==> src/rtl/lbist_pkg.sv <==
// Shared types for the LBIST response comparator: session FSM states and counter sizing.
package lbist_pkg;

    typedef enum logic [1:0] {
        ST_IDLE,
        ST_RUN,
        ST_DONE
    } state_t;

    // Counters must be able to hold NUM_VEC itself, not just NUM_VEC-1.
    function automatic int cnt_width(input int num_vec);
        return $clog2(num_vec + 1);
    endfunction

endpackage

==> src/rtl/lbist_mask_cmp.sv <==
// Combinational masked compare of one response vector against its expected value.
module lbist_mask_cmp #(
    parameter int BITS = 8
) (
    input  logic [BITS-1:0] act,
    input  logic [BITS-1:0] exp,
    input  logic [BITS-1:0] mask,
    output logic            mismatch,
    output logic [BITS-1:0] xor_masked
);

    assign xor_masked = (act ^ exp) & ~mask;
    assign mismatch   = |xor_masked;

endmodule

==> src/rtl/lbist_resp_cmp.sv <==
// LBIST session response comparator: FSM, vector/fail counters and registered verdicts.
// Optional first-fail capture (fail_idx/fail_xor) is enabled by defining LBIST_FAIL_CAPTURE_EN.
module lbist_resp_cmp
    import lbist_pkg::*;
#(
    parameter  int BITS    = 8,
    parameter  int NUM_VEC = 16,
    localparam int CNT_W   = cnt_width(NUM_VEC)
) (
    input  logic             clk,
    input  logic             rst,
    input  logic             start,
    input  logic             in_valid,
    input  logic [BITS-1:0]  act,
    input  logic [BITS-1:0]  exp,
    input  logic [BITS-1:0]  mask,
    output logic             busy,
    output logic             eq_vld,
    output logic             eq,
    output logic             done,
    output logic             pass,
    output logic [CNT_W-1:0] fail_cnt
`ifdef LBIST_FAIL_CAPTURE_EN
    ,
    output logic [CNT_W-1:0] fail_idx,
    output logic [BITS-1:0]  fail_xor
`endif
);

    state_t            state;
    logic [CNT_W-1:0]  vec_cnt;
    logic              mismatch;
    logic [BITS-1:0]   xor_masked;
    logic              accept;
    logic              last_vec;
    logic [CNT_W-1:0]  fail_next;

    lbist_mask_cmp #(
        .BITS(BITS)
    ) u_mask_cmp (
        .act        (act),
        .exp        (exp),
        .mask       (mask),
        .mismatch   (mismatch),
        .xor_masked (xor_masked)
    );

    assign accept    = (state == ST_RUN) && in_valid;
    assign last_vec  = (vec_cnt == CNT_W'(NUM_VEC - 1));
    assign fail_next = (mismatch && (fail_cnt != {CNT_W{1'b1}})) ? fail_cnt + CNT_W'(1) : fail_cnt;

    // Verdict of the final vector is folded into pass in the same edge that raises done.
    always_ff @(posedge clk) begin
        if (rst) begin
            state    <= ST_IDLE;
            vec_cnt  <= '0;
            fail_cnt <= '0;
            busy     <= 1'b0;
            eq_vld   <= 1'b0;
            eq       <= 1'b0;
            done     <= 1'b0;
            pass     <= 1'b0;
        end else begin
            eq_vld <= 1'b0;
            case (state)
                ST_IDLE, ST_DONE: begin
                    if (start) begin
                        state    <= ST_RUN;
                        busy     <= 1'b1;
                        done     <= 1'b0;
                        pass     <= 1'b0;
                        vec_cnt  <= '0;
                        fail_cnt <= '0;
                    end
                end
                ST_RUN: begin
                    if (in_valid) begin
                        eq_vld   <= 1'b1;
                        eq       <= ~mismatch;
                        fail_cnt <= fail_next;
                        vec_cnt  <= vec_cnt + CNT_W'(1);
                        if (last_vec) begin
                            state <= ST_DONE;
                            busy  <= 1'b0;
                            done  <= 1'b1;
                            pass  <= (fail_next == '0);
                        end
                    end
                end
                default: begin
                    state <= ST_IDLE;
                    busy  <= 1'b0;
                end
            endcase
        end
    end

`ifdef LBIST_FAIL_CAPTURE_EN
    // A zero fail count before this vector marks it as the first failure of the session.
    always_ff @(posedge clk) begin
        if (rst || (start && (state != ST_RUN))) begin
            fail_idx <= '0;
            fail_xor <= '0;
        end else if (accept && mismatch && (fail_cnt == '0)) begin
            fail_idx <= vec_cnt;
            fail_xor <= xor_masked;
        end
    end
`else
    logic unused_capture;
    assign unused_capture = accept ^ (^xor_masked);
`endif

endmodule

==> config.mk <==
export PLATFORM = sky130hd
export DESIGN_NAME = lbist_resp_cmp
export DESIGN_NICKNAME = d
export VERILOG_FILES = /design/src/rtl/lbist_pkg.sv /design/src/rtl/lbist_mask_cmp.sv /design/src/rtl/lbist_resp_cmp.sv
export SDC_FILE = /design/constraint.sdc
export NUM_CORES = 1
export LEC_CHECK = 0
export CAP_MARGIN = 20
export CORE_MARGIN = 4
export CORE_UTILIZATION = 41
export CTS_CLUSTER_SIZE = 16
export DETAILED_ROUTE_END_ITERATION = 6
export HOLD_SLACK_MARGIN = 0.03
export PLACE_DENSITY = 0.85
export SLEW_MARGIN = 20
export SYNTH_ARGS = -nofsm -noshare
export SYNTH_HDL_FRONTEND = slang
export SYNTH_SLANG_ARGS = --single-unit
==> constraint.sdc <==
create_clock -name clk -period 2.6 [get_ports clk]
set_clock_uncertainty 0.15 [all_clocks]
set_input_delay 0.52 -clock clk [delete_from_list [all_inputs] [get_ports clk]]
set_output_delay 0.52 -clock clk [all_outputs]
set_load 0.05 [all_outputs]
==> metrics.md <==
| Metric | Value |
|---|---|
| Clk Latency, worst-skew pair | 0.30 ns |
| Number of synthesized flops with an enable pin | 0 |
| Iter 0 DRT Violations | 19 |
| RR Endpoint | fail_cnt[3] |
| Vias per cell | 5.31 |
| R2r startpoint | fail_cnt[0] |
| Mapped cell area | 905 um2 |
| Most used DFF post-synth | dfxtp_1 |
| WP data arrival | 2.48 ns |
| Fin util | 66.4% |
| Sequential share of the synthesized area | 37.6% |
| Internal | 0.000392 W |
| CP max stage cell | clkdlybuf4s50_1 |
| Clock Power Share | 26.7% |
| WHS | 0.316 ns |
| CTS resizes | 0 |
| # fillers | 162 |
| Sequential Power Share | 50.6% |
| Gate power share | 22.7% |
| Crit-path leading delay family | compound AO/OA/AOI/OAI gates |
| Reg2Reg Setup Slack | 0.34 ns |
| H-tree levels | 1 |
| Worst Hold Depth | 2 |
| Clock Sinks | 17 |
| Post-detail-place hpwl | 1940 um |
| Sw Ratio | 26.9% |
| Final setup vio count | 0 |
| Async S/R FF share, synth | 0% |
| Worst Path Class, Setup | in -> reg |
| Die W | 55.0 um |
| Share of layout cells above drive strength 1 | 5.37% |
| Num rows | 16 |
| Worst-path fanout max | 2 |
| Critical Path RT | 2.70 ns |
| PortBufs | 37 |
| Fmax | 0.421 GHz |
| Global-route usage over all layers | 17.9% |
| DIE AREA | 0.00302 mm2 |
| First drt pass iteration count | 4 |
| # DRC | 0 |
| MaxCap Viol Count | 0 |
| Post-route ant nets | 0 |
| Worst-path clk slew | 0.09 ns |
| Vias in the first global route | 913 |
| RSZ-0062 raised after global routing | false |
| Top Ports | 38 |
| Syn Inst Count | 108 |
| Initial antenna violation count | 0 |
| Setup bufs post-CTS | 0 |
| Count of hold-fix buffers inserted at cts | 0 |
| Final worst-path cycle share | 91.4% |
| Switch Pwr | 0.000144 W |
| Worst reg2reg path depth | 9 |
| Fin nets | 182 |
| Antenna Cells | 0 |
| CTS buffer count | 3 |
| Syn Area/Cell | 8.38 um2 |
| CTS tree | yes |
| Distinct cells, synth | 33 |
| Lkg Pwr | 0.493 nW |
| Period minus WS final | 2.38 ns |
| Core Area | 0.00202 mm2 |
| Number of synthesized register bits | 17 |
| Crit end category | flop |
| Average wire per standard cell | 13.8 um |
| Worst hold endpoint | done |
| Synth warnings | 0 |
| Grt total ovfl | 0 |
| CTS Root Cell | clkbuf_4 |
| Worst Tran Pin Value | 0.524 ns |
| Vert. Die Dim | 55.0 um |
| GP Congestion | 0.802 |
| Run status | complete, no violations |
| Worst Setup Start Kind | input port |
| Slew Limit Fails | 0 |
| VDD IR max | 0.255 mV |
| Largest net degree at the start of global routing | 11 |
| Delay of the slowest critical-path stage | 0.48 ns |
| Via Count | 935 |
| CTS max path bufs | 2 |
| Starting Density | 44.7% |
| Post-Syn Nets | 140 |
| Placed Instance Area | 0.00132 mm2 |
| Worst path bufs/invs | 1 |
| DRT Wirelength | 2430 um |
| Max_slew headroom | 65.0% |
| CP cell instances | clkdlybuf4s50_1, xnor2_1, o22ai_1, o41a_1, or4_1, a211oi_2, a21o_1 |
| Final hold violation count | 0 |
| Hold/Removal Path Class | reg -> reg |
| Pwr per Cell Area | 399 mW/mm2 |
| Final instance area | 0.00134 mm2 |
| First-pass GRT wire length | 3920 um |
| Area Overhead vs Synth | 48.4% |
| Hold wc startpoint | done |
placed cells by master, fill, tap and decap left out, drive strengths merged, types with 2 or more instances in the layout:
master | netlist | final
xor2 | 3 | 3
nand3 | 5 | 5
nor4 | 2 | 2
buf | 0 | 2
clkdlybuf4s50 | 0 | 37
nand2 | 15 | 15
dfxtp | 17 | 17
o21ai | 2 | 2
a21oi | 8 | 8
ha | 4 | 4
nand4 | 2 | 2
o22ai | 4 | 4
a32oi | 2 | 2
clkbuf | 2 | 4
nor2 | 10 | 10
a31oi | 2 | 2
inv | 2 | 2
xnor2 | 9 | 9
and3 | 2 | 2
nand2b | 2 | 2
kinds of logic after synthesis:
| kind of cell | synth area share, % |
|---|---|
| AO/OA/AOI/OAI | 16.9 |
| XOR/XNOR | 11.6 |
| adder cells (fa/ha/maj) | 5.53 |
| buffers and inverters | 1.66 |
| flip-flops | 37.6 |
| multiplexers | 1.11 |
| AND/OR/NAND/NOR | 25.6 |
through the flow:
step | power (W) | TNS (ns) | std cells | worst slack (ns)
after CTS | 0.000541 | 0 | 176 | 0.240
after global routing | 0.000556 | 0 | 176 | 0.146
after detailed placement | 0.000397 | -0.0814 | 172 | -0.0814
after floorplan | 0.000334 | 0 | 108 | 0.155
after global placement | 0.000395 | -0.0210 | 172 | -0.0210
final | 0.000536 | 0 | 176 | 0.222
sequential cells by signal (all words and copies together), names as in the netlist:
signal / cells
busy: 1
eq_vld: 1
pass: 1
state: 2
fail_cnt: 5
vec_cnt: 5
done: 1
eq: 1
routing by layer:
metal	global-route usage [%]	wire [um]	vias up
li1	-	-	466
met1	21.1	1010	420
met2	32.5	1220	43
met3	4.83	180	6
met4	3.24	24	0
met5	0	0	-
cell usage after synthesis, types with 2 or more instances:
cell	count	share of area, %
o22ai_1	4	2.8
and3_1	2	1.4
o21ai_0	2	1.1
a32oi_1	2	1.9
xor2_1	3	2.9
nand2_1	15	6.2
nor4_1	2	1.4
nand3_1	5	2.8
nand4_1	2	1.4
inv_1	2	0.83
clkbuf_1	2	0.83
xnor2_1	9	8.7
a31oi_1	2	1.4
nor2_1	10	4.1
dfxtp_1	17	38
ha_1	4	5.5
nand2b_1	2	1.4
a21oi_1	8	4.4
power groups by stage:
| stage | logic, W | registers, W | clock network (W) |
|---|---|---|---|
| after floorplan | 0.0000456 | 0.000288 | 0 |
| after global placement | 0.000118 | 0.000277 | 0 |
| after detailed placement | 0.000120 | 0.000277 | 0 |
| after CTS | 0.000121 | 0.000271 | 0.000149 |
| after global routing | 0.000131 | 0.000272 | 0.000153 |
| final | 0.000122 | 0.000271 | 0.000143 |
area by class of cell:
type | instances | area, um2 | area share (%)
inverters | 2 | 7.51 | 0.559
multi-input cells | 87 | 549 | 40.9
flip-flops and latches | 17 | 340 | 25.3
well taps | 27 | 33.8 | 2.52
repair buffers | 39 | 385 | 28.7
clock buffers | 4 | 26.3 | 1.96
tightest hold or removal path, stage by stage, from the launching register on:
cell and delay [ns]:
dfxtp_1 0.32, nand2_1 0.05, a21oi_1 0.05
how the worst max path moves through the flow:
stage / from / endpoint / cells after the start / slack (ns)
floorplan: fail_cnt[0] / pass / 8 / 0.16
global route: exp[6] / pass / 7 / 0.15
finish: exp[6] / pass / 7 / 0.22
detailed placement: exp[6] / pass / 7 / -0.08
CTS: exp[6] / pass / 7 / 0.24
global placement: act[5] / pass / 7 / -0.02
Power figures use the tool's default switching activity.
